==> src/rtl/fb_access_arbiter_if.sv <==
// Signal bundle for the framebuffer arbiter: host write queue port, scan fetch port,
// single-port RAM command port and status counters.
interface fb_access_arbiter_if #(
  parameter int ADDR_W     = 17,
  parameter int DATA_W     = 32,
  parameter int FIFO_DEPTH = 8
);
  localparam int CNT_W = $clog2(FIFO_DEPTH) + 1;

  logic              wr_valid;
  logic              wr_ready;
  logic [ADDR_W-1:0] wr_addr;
  logic [DATA_W-1:0] wr_data;

  logic              rd_req;
  logic [ADDR_W-1:0] rd_addr;
  logic              rd_gnt;
  logic              rd_valid;
  logic [DATA_W-1:0] rd_data;

  logic [ADDR_W-1:0] mem_addr;
  logic              mem_we;
  logic [DATA_W-1:0] mem_wdata;
  logic [DATA_W-1:0] mem_rdata;

  logic [CNT_W-1:0]  fifo_count;
  logic [15:0]       starve_events;

  modport slave (
    input  wr_valid, wr_addr, wr_data, rd_req, rd_addr, mem_rdata,
    output wr_ready, rd_gnt, rd_valid, rd_data, mem_addr, mem_we, mem_wdata,
           fifo_count, starve_events
  );

  modport master (
    output wr_valid, wr_addr, wr_data, rd_req, rd_addr, mem_rdata,
    input  wr_ready, rd_gnt, rd_valid, rd_data, mem_addr, mem_we, mem_wdata,
           fifo_count, starve_events
  );
endinterface

==> src/rtl/fb_access_arbiter.sv <==
// Single-port framebuffer arbiter: scan-out reads have priority over queued host writes,
// with a starvation counter that forces a queued write through after STARVE_MAX lost cycles.
//
// state | meaning
// ------+--------------------------------------------------------------
// IDLE  | no memory command issued last cycle
// RD    | scan fetch granted last cycle
// WR    | queued host write issued last cycle (no competing read)
// FWR   | queued host write forced through, scan fetch held off
module fb_access_arbiter #(
  parameter int ADDR_W     = 17,
  parameter int DATA_W     = 32,
  parameter int FIFO_DEPTH = 8,
  parameter int STARVE_MAX = 15
) (
  input  logic                  i_clk,
  input  logic                  i_reset,
  fb_access_arbiter_if.slave    bus,
  output logic [1:0]            o_state
);
  localparam int PTR_W  = $clog2(FIFO_DEPTH);
  localparam int CNT_W  = PTR_W + 1;
  localparam int SCNT_W = $clog2(STARVE_MAX + 1);

  typedef enum logic [1:0] {
    S_IDLE = 2'd0,
    S_RD   = 2'd1,
    S_WR   = 2'd2,
    S_FWR  = 2'd3
  } grant_t;

  logic [ADDR_W-1:0] r_q_addr [FIFO_DEPTH];
  logic [DATA_W-1:0] r_q_data [FIFO_DEPTH];
  logic [PTR_W-1:0]  r_wptr;
  logic [PTR_W-1:0]  r_rptr;
  logic [CNT_W-1:0]  r_count;
  logic [SCNT_W-1:0] r_starve_cnt;
  logic [15:0]       r_starve_events;
  grant_t            r_state;

  logic [ADDR_W-1:0] r_mem_addr;
  logic              r_mem_we;
  logic [DATA_W-1:0] r_mem_wdata;
  logic              r_rd_p1;
  logic              r_rd_p2;

  grant_t            w_gnt;
  logic              w_empty;
  logic              w_full;
  logic              w_wr_ready;
  logic              w_push;
  logic              w_pop;

  assign w_empty    = (r_count == '0);
  assign w_full     = (r_count == CNT_W'(FIFO_DEPTH));
  // Readiness comes only from the registered count, so a full queue refuses
  // a push even in the cycle it pops.
  assign w_wr_ready = !i_reset && !w_full;
  assign w_push     = bus.wr_valid && w_wr_ready;

  always_comb begin
    w_gnt = S_IDLE;
    if (!w_empty && (r_starve_cnt == SCNT_W'(STARVE_MAX)))
      w_gnt = S_FWR;
    else if (bus.rd_req)
      w_gnt = S_RD;
    else if (!w_empty)
      w_gnt = S_WR;
  end

  assign w_pop = (w_gnt == S_WR) || (w_gnt == S_FWR);

  // Queue storage needs no reset; occupancy is defined by the pointers alone.
  always_ff @(posedge i_clk) begin
    if (w_push) begin
      r_q_addr[r_wptr] <= bus.wr_addr;
      r_q_data[r_wptr] <= bus.wr_data;
    end
  end

  always_ff @(posedge i_clk or posedge i_reset) begin
    if (i_reset) begin
      r_wptr          <= '0;
      r_rptr          <= '0;
      r_count         <= '0;
      r_starve_cnt    <= '0;
      r_starve_events <= '0;
      r_state         <= S_IDLE;
      r_mem_addr      <= '0;
      r_mem_we        <= 1'b0;
      r_mem_wdata     <= '0;
      r_rd_p1         <= 1'b0;
      r_rd_p2         <= 1'b0;
    end else begin
      r_state <= w_gnt;

      if (w_push)
        r_wptr <= r_wptr + 1'b1;
      if (w_pop)
        r_rptr <= r_rptr + 1'b1;

      case ({w_push, w_pop})
        2'b10:   r_count <= r_count + 1'b1;
        2'b01:   r_count <= r_count - 1'b1;
        default: r_count <= r_count;
      endcase

      if (w_empty || w_pop)
        r_starve_cnt <= '0;
      else if ((w_gnt == S_RD) && (r_starve_cnt < SCNT_W'(STARVE_MAX)))
        r_starve_cnt <= r_starve_cnt + 1'b1;

      if ((w_gnt == S_FWR) && (r_starve_events != 16'hFFFF))
        r_starve_events <= r_starve_events + 16'd1;

      case (w_gnt)
        S_RD: begin
          r_mem_addr <= bus.rd_addr;
          r_mem_we   <= 1'b0;
        end
        S_WR, S_FWR: begin
          r_mem_addr  <= r_q_addr[r_rptr];
          r_mem_wdata <= r_q_data[r_rptr];
          r_mem_we    <= 1'b1;
        end
        default: r_mem_we <= 1'b0;
      endcase

      // RAM returns data one cycle after the registered address, so the
      // grant is delayed two cycles to line up with mem_rdata.
      r_rd_p1 <= (w_gnt == S_RD);
      r_rd_p2 <= r_rd_p1;
    end
  end

  assign bus.wr_ready      = w_wr_ready;
  assign bus.rd_gnt        = (w_gnt == S_RD) && !i_reset;
  assign bus.rd_valid      = r_rd_p2;
  assign bus.rd_data       = bus.mem_rdata;
  assign bus.mem_addr      = r_mem_addr;
  assign bus.mem_we        = r_mem_we;
  assign bus.mem_wdata     = r_mem_wdata;
  assign bus.fifo_count    = r_count;
  assign bus.starve_events = r_starve_events;
  assign o_state           = r_state;
endmodule
==> src/flat_wrapper.sv <==
// flat-port wrapper written by rule: the top's interface ports become plain ports
module fb_access_arbiter_flat 
#(
  parameter int ADDR_W     = 17,
  parameter int DATA_W     = 32,
  parameter int FIFO_DEPTH = 8,
  parameter int STARVE_MAX = 15
)
  (i_clk, i_reset, o_state, bus_wr_valid, bus_wr_addr, bus_wr_data, bus_rd_req, bus_rd_addr, bus_mem_rdata, bus_wr_ready, bus_rd_gnt, bus_rd_valid, bus_rd_data, bus_mem_addr, bus_mem_we, bus_mem_wdata, bus_fifo_count, bus_starve_events);
  fb_access_arbiter_if #(.ADDR_W(ADDR_W), .DATA_W(DATA_W), .FIFO_DEPTH(FIFO_DEPTH)) bus_i ();
  input  logic i_clk;
  input  logic i_reset;
  output logic [1:0] o_state;
  input wire logic [$bits(bus_i.wr_valid)-1:0] bus_wr_valid;
  input wire logic [$bits(bus_i.wr_addr)-1:0] bus_wr_addr;
  input wire logic [$bits(bus_i.wr_data)-1:0] bus_wr_data;
  input wire logic [$bits(bus_i.rd_req)-1:0] bus_rd_req;
  input wire logic [$bits(bus_i.rd_addr)-1:0] bus_rd_addr;
  input wire logic [$bits(bus_i.mem_rdata)-1:0] bus_mem_rdata;
  output wire logic [$bits(bus_i.wr_ready)-1:0] bus_wr_ready;
  output wire logic [$bits(bus_i.rd_gnt)-1:0] bus_rd_gnt;
  output wire logic [$bits(bus_i.rd_valid)-1:0] bus_rd_valid;
  output wire logic [$bits(bus_i.rd_data)-1:0] bus_rd_data;
  output wire logic [$bits(bus_i.mem_addr)-1:0] bus_mem_addr;
  output wire logic [$bits(bus_i.mem_we)-1:0] bus_mem_we;
  output wire logic [$bits(bus_i.mem_wdata)-1:0] bus_mem_wdata;
  output wire logic [$bits(bus_i.fifo_count)-1:0] bus_fifo_count;
  output wire logic [$bits(bus_i.starve_events)-1:0] bus_starve_events;
  assign bus_i.wr_valid = bus_wr_valid;
  assign bus_i.wr_addr = bus_wr_addr;
  assign bus_i.wr_data = bus_wr_data;
  assign bus_i.rd_req = bus_rd_req;
  assign bus_i.rd_addr = bus_rd_addr;
  assign bus_i.mem_rdata = bus_mem_rdata;
  assign bus_wr_ready = bus_i.wr_ready;
  assign bus_rd_gnt = bus_i.rd_gnt;
  assign bus_rd_valid = bus_i.rd_valid;
  assign bus_rd_data = bus_i.rd_data;
  assign bus_mem_addr = bus_i.mem_addr;
  assign bus_mem_we = bus_i.mem_we;
  assign bus_mem_wdata = bus_i.mem_wdata;
  assign bus_fifo_count = bus_i.fifo_count;
  assign bus_starve_events = bus_i.starve_events;
  fb_access_arbiter #(.ADDR_W(ADDR_W), .DATA_W(DATA_W), .FIFO_DEPTH(FIFO_DEPTH), .STARVE_MAX(STARVE_MAX)) u_core (.i_clk(i_clk), .i_reset(i_reset), .bus(bus_i), .o_state(o_state));
endmodule
==> config.mk <==
export PLATFORM = sky130hd
export DESIGN_NAME = fb_access_arbiter_flat
export DESIGN_NICKNAME = d
export VERILOG_FILES = /design/src/rtl/fb_access_arbiter_if.sv /design/src/rtl/fb_access_arbiter.sv /design/src/flat_wrapper.sv
export SDC_FILE = /design/constraint.sdc
export NUM_CORES = 1
export LEC_CHECK = 0
export ABC_AREA = 1
export ABC_CLOCK_PERIOD_IN_PS = 5800
export CAP_MARGIN = 25
export CORE_UTILIZATION = 56
export DETAILED_ROUTE_END_ITERATION = 12
export PLACE_DENSITY = 0.85
export SLEW_MARGIN = 20
export SYNTH_ARGS = -nofsm -noshare
export SYNTH_HDL_FRONTEND = slang
export SYNTH_SLANG_ARGS = --single-unit
==> constraint.sdc <==
create_clock -name i_clk -period 5.8 [get_ports i_clk]
set_clock_uncertainty 0.15 [all_clocks]
set_input_delay 0.58 -clock i_clk [delete_from_list [all_inputs] [get_ports i_clk]]
set_output_delay 0.58 -clock i_clk [all_outputs]
set_load 0.1 [all_outputs]
; ---- Yosys cells after proc, flatten, opt, wreduce, memory -nomap -nowiden
; Memories as Yosys holds them, arrays and structs flattened. A register that Yosys moved wholly into a read port is not among the register bits.
; Cells that the tools add are included.
; Widths: inputs -> output; s select.
[totals]
register_bits = 52
mem_bits_rw = 392
input_bits = 102
wordCells = 53
n_memories = 2
[classes]
n_addsub = 6
magnitude_cmp = 1
eq_ne = 8
n_mux = 10
reduce_logical = 16
[mem_list]
columns = memory, words, word_bits, read_ports, rd_clocked_by_memory_dff, write_ports, line
row1 = u_core.r_q_data, 8, 32, 1, 1, 1, fb_access_arbiter.sv:33  ; logic [DATA_W-1:0] r_q_data [FIFO_DEPTH];
row2 = u_core.r_q_addr, 8, 17, 1, 0, 1, fb_access_arbiter.sv:32  ; logic [ADDR_W-1:0] r_q_addr [FIFO_DEPTH];
[ops]
columns = operator, count
row1 = $pmux 17 s2, 1
row2 = $add 16x1->16 const B, 1
row3 = $ne 16x16->1 const B, 1
row4 = $add 4x1->4 const B, 2
row5 = $eq 4x4->1 const B, 2
row6 = $mux 4, 2
row7 = $pmux 4 s2, 1
row8 = $add 3x1->3 const B, 2
row9 = $eq 2x2->1 const B, 3
row10 = $logic_and 1x1->1, 6
row11 = $mux 2, 3
row12 = $reduce_bool 2->1, 3
row13 = $eq 2x1->1 const B, 2
row14 = $logic_not 4->1, 1
row15 = $lt 4x4->1 const B, 1
row16 = $sub 4x1->4 const B, 1
row17 = $logic_not 1->1, 3
row18 = $mux 1, 3
row19 = $logic_or 1x1->1, 2
row20 = $reduce_or 2->1, 1

; ---- Longest topological paths before layout
[depth]
word_depth = 8
mapped_depth = 15
depth_no_buf = 14

; ---- Worst setup path after synthesis
; No wires, ideal clock.
[synth_timing]
path_kind = input to register
startpoint = in i_reset
endpoint = mem u_core.r_q_addr[6][0] (enable)
setup_ns = 0.516
arrival_ns = 6.401
t_required_ns = 5.134
path_slack_ns = -1.268
path_stages = 4
path_cell_list = inv_1 nand3_1 buf_2 nor3_1
[synth_via]
elab_chain_len = 5
[synth_lines]
columns = element, line
row1 = "start, declared", flat_wrapper.sv:12  ; input logic i_reset;
row2 = $logic_not 1->1, fb_access_arbiter.sv:58  ; assign w_wr_ready = !i_reset && !w_full;
row3 = $logic_and 1x1->1, fb_access_arbiter.sv:58
row4 = $logic_and 1x1->1, fb_access_arbiter.sv:59  ; assign w_push = bus.wr_valid && w_wr_ready;
row5 = $mux 1, fb_access_arbiter.sv:75  ; if (w_push) begin
row6 = $mux 1 (implied by the code), fb_access_arbiter.sv:76  ; r_q_addr[r_wptr] <= bus.wr_addr;
row7 = "end, declared", fb_access_arbiter.sv:32
; Every way passes these cells.

; ---- Worst setup path after layout
[layout_timing]
startpoint = reg u_core.r_starve_cnt[0]
endpoint = out bus_rd_gnt
[layout_via]
elab_chain_len = 5
[layout_lines]
columns = element, line
row1 = "start, declared", fb_access_arbiter.sv:37  ; logic [SCNT_W-1:0] r_starve_cnt;
row2 = "start signal, assigned", fb_access_arbiter.sv:111  ; r_starve_cnt <= r_starve_cnt + 1'b1;
row3 = $eq 4x4->1, fb_access_arbiter.sv:63  ; if (!w_empty && (r_starve_cnt == SCNT_W'(STARVE_MAX)))
row4 = $logic_and 1x1->1, fb_access_arbiter.sv:63
row5 = $mux 2, fb_access_arbiter.sv:63
row6 = $eq 2x1->1, fb_access_arbiter.sv:137  ; assign bus.rd_gnt = (w_gnt == S_RD) && !i_reset;
row7 = $logic_and 1x1->1, fb_access_arbiter.sv:137
row8 = "end, declared", flat_wrapper.sv:21  ; output wire logic [$bits(bus_i.rd_gnt)-1:0] bus_rd_gnt;
; Every way passes these cells.

==> results.txt <==
The post-CTS repair timing setup buffer count is 0. The number of maximum-capacitance constraint violations came out at 0. The TritonCTS buffer count is 46.

The pin count of the biggest net entering global routing is 140. The first-pass GRT wire length is 70200 um. The largest voltage drop on the vdd net is 0.424 mV. The via count of the first global-routing pass was 13300.

The total net switching power came out at 4.94 mW. The power per cell area came out at 530 mW/mm^2. The min-delay analysis places its worst path in the category reg -> reg. The share of total power in sequential cells came out at 0.371. The worst slew margin relative to its limit is 0.264. The gate count of the mapped netlist is 1639. The final instance area came out at 0.0223 sq mm. Summing all placed instances gives a cell area of 0.0209 sq mm. The category of the critical setup timing path is reg -> out. The width of the die is 188 um. The post-CTS clock slew at the launch and capture registers of the worst setup and hold paths is 0.06 ns.

The routability-driven placement congestion ratio came out at 0.845. The core area is 0.0338 sq mm. The total negative slack came out at 0 ns.

Setup repair after global routing left no endpoint under its margin. The final-layout fill cell count came out at 2286. The vertical die dimension came out at 188 um.

Setup slack closes at 2.07 ns. For this design the static power due to leakage is 8.14 nW. Ranked by instance count, the synthesized netlist is headed by sky130_fd_sc_hd__edfxtp_1, sky130_fd_sc_hd__nand2_1, sky130_fd_sc_hd__nor2_1. The run finished with clean final reports.

Counting tap cells, the placed design contains a total of 2133 instances. The routed wire length came out at 44700 um. The number of max-slew violations in the final report is 0. The area growth from synthesis to layout is 15.6%. The storage element area came out at 0.0139 sq mm. The number of gates resized after CTS was 0. The count of cells in the finished layout, fillers not included, comes to 2220. The mean post-synth cell area is 11.8 sq um. The net switching fraction of the power is 0.418. When the netlist entered floorplanning its net count stood at 1748. The clock latency reported for the late side of the worst-skew pair is 0.56 ns. The number of nets in the final layout is 1843. The post-synthesis sequential area ratio came out at 0.718. The final-layout worst hold slack came out at 0.197 ns. The longest clock path from root to sink contains 3 buffers. 209 I/O pins were placed. The cell with the most instances after synthesis is sky130_fd_sc_hd__edfxtp_1. Subtracting the final worst setup slack from the clock period gives 3.73 ns. The fraction of power consumed by combinational cells came out at 0.390. The share of total power in the clock network came out at 0.239.

In the final layout, the share of cells above drive strength 1 is 0.0757. The internal power component came out at 6.89 mW. The total of buffers placed on input and output ports came out at 144. The HPWL after detailed placement is 24300 um. The first routing iteration left 1276 violations. The actual slew at the worst max-slew pin is 1.10 ns. Data on the critical path arrives at its endpoint at 3.00 ns. In the finished design, the share of the clock period the worst path needs comes to 0.644.

TritonCTS built the clock tree. Clock tree synthesis selected as its root buffer the cell sky130_fd_sc_hd__clkbuf_16. For this configuration, the core starts out at a cell density of 0.572.

The netlist uses 33 different library cells. The routed via count divided by cell count came out at 5.90. The maximum operating frequency is 0.268 GHz.

The area share of the leading cell type in the synthesized netlist came out at 0.609. The number of enable flip-flop cells after synthesis came out at 392. After synthesis, the cell types taking the most area are sky130_fd_sc_hd__edfxtp_1, sky130_fd_sc_hd__dfrtp_1, sky130_fd_sc_hd__nand2_1. The number of buffers inserted by hold repair at cts came out at 0.

The vias after detailed routing is 13100. The total setup violations reported at the end of the flow is 0. The worst setup path is captured at an output pin. The worst setup path is launched from a flip-flop. Across every metal layer, demand over resource in global routing totals 0.256. The total overflow reported by the global router is 0. The end-of-flow core utilization is 0.661. The cell type contributing the most total cell area after synthesis is sky130_fd_sc_hd__edfxtp_1. At the worst endpoint, the required time is 5.07 ns. The combined area of the multi-input logic cells came out at 0.00464 sq mm. Dividing the detail-routed wire length by the instance count gives 20.1 um.

The hold violation total from the final report came out at 0. The yosys synthesis warning count is 0. The overall die area came out at 0.0353 sq mm. The highest fanout seen on the critical path is 19. Overall power consumption after layout is estimated at 11.8 mW. The CTS sink count is 476. The number of synthesized register bits came out at 476. The initial antenna violation count is 2. Counting flops with an async set or reset pin after synthesis yields a share of 0.176.

The worst setup slack before clock tree synthesis came out at 2.02 ns. The post-route antenna net violation count is 0. After detailed routing, the number of remaining DRC violations is 0. The netlist area before placement is 0.0193 sq mm.

The total number of placement rows is 67. The H-tree was split into 2 levels. The first detailed-routing pass took 6 iterations. In the synthesized netlist the dominant register cell turns out to be sky130_fd_sc_hd__edfxtp_1.
final timing paths:
kind | from | to | slack, ns | cells past startpoint
worst min register to register | u_core.r_rd_p1$_DFF_PP0_ | u_core.bus.rd_valid$_DFF_PP0_ | 0.20 | 0
worst min-delay path | u_core.r_rd_p1$_DFF_PP0_ | u_core.bus.rd_valid$_DFF_PP0_ | 0.20 | 0
worst max-delay path | u_core.r_starve_cnt[0]$_DFFE_PP0P_ | bus_rd_gnt | 2.07 | 7
max in group asynchronous | i_reset | u_core.r_rptr[0]$_DFFE_PP0N_ | 3.96 | 3
worst max register to register | u_core.r_rptr[1]$_DFFE_PP0N_ | u_core.bus.mem_wdata[5]$_DFFE_PP0N_ | 2.49 | 7
min in group asynchronous | i_reset | u_core.bus.mem_addr[0]$_DFFE_PP0P_ | 0.34 | 2
registers in the layout, summed over array words and instances, names as in the netlist:
signal                    cells
u_core.bus.fifo_count         4
u_core.bus.mem_addr          17
u_core.bus.mem_wdata         32
u_core.bus.mem_we             1
u_core.bus.rd_valid           1
u_core.bus.starve_events     16
u_core.o_state                2
u_core.r_q_addr             136
u_core.r_q_data             256
u_core.r_rd_p1                1
u_core.r_rptr                 3
u_core.r_starve_cnt           4
u_core.r_wptr                 3
placed cells by master (no fill, tap or decap), types with 9 or more instances in the layout:
cell	count
sky130_fd_sc_hd__xnor2_1	12
sky130_fd_sc_hd__or2_2	19
sky130_fd_sc_hd__nand3_1	170
sky130_fd_sc_hd__nor2_1	270
sky130_fd_sc_hd__o21ai_1	16
sky130_fd_sc_hd__inv_1	35
sky130_fd_sc_hd__clkbuf_1	18
sky130_fd_sc_hd__o21ai_0	129
sky130_fd_sc_hd__a21oi_1	9
sky130_fd_sc_hd__nand2_1	295
sky130_fd_sc_hd__dfrtp_1	81
sky130_fd_sc_hd__buf_4	20
sky130_fd_sc_hd__o211ai_1	36
sky130_fd_sc_hd__clkdlybuf4s50_1	144
sky130_fd_sc_hd__clkbuf_16	47
sky130_fd_sc_hd__edfxtp_1	392
per-layer routing:
layer | GRT usage | share of wire | vias to the layer above
li1 | - | - | 5856
met2 | 0.427 | 0.49 | 745
met4 | 0.115 | 0.036 | 0
met3 | 0.0494 | 0.088 | 147
met1 | 0.327 | 0.39 | 6350
met5 | 0 | 0 | -
cell type report:
class / instances / share of cell area
sequential: 476 / 0.622
timing repair buffer: 167 / 0.0743
clock buffer: 73 / 0.0606
antenna: 1 / 0.000112
tap: 448 / 0.0251
inverter: 41 / 0.00745
clock inverter: 12 / 0.00286
multi-input combinational: 1002 / 0.208
kinds of logic after synthesis:
| kind of cell | Yosys count | synth area share |
|---|---|---|
| compound gates | 198 | 0.0565 |
| flops | 476 | 0.718 |
| simple gates | 778 | 0.169 |
| xor+xnor | 19 | 0.00861 |
| buf+inv | 161 | 0.0438 |
| fa+ha+maj | 7 | 0.00453 |
worst max-delay path: stages, from the launching register on:
cell and delay (ns):
sky130_fd_sc_hd__dfrtp_1 0.39, sky130_fd_sc_hd__ha_1 0.22, sky130_fd_sc_hd__nand2_1 0.12, sky130_fd_sc_hd__nor2_1 0.07, sky130_fd_sc_hd__nand2_2 0.08, sky130_fd_sc_hd__nand2_2 0.25
sky130_fd_sc_hd__nor2_1 0.18, sky130_fd_sc_hd__clkdlybuf4s50_1 1.14
power by group through the flow:
stage / clock network [mW] / logic, mW / registers, mW
2_1_floorplan: 0 / 2.12 / 5.78
5_1_grt: 2.97 / 4.95 / 4.43
3_5_place_dp: 0 / 4.53 / 4.44
6_report: 2.82 / 4.62 / 4.39
4_1_cts: 2.84 / 4.58 / 4.39
3_3_place_gp: 0 / 4.36 / 4.43
(Power assumes the default switching activity.)
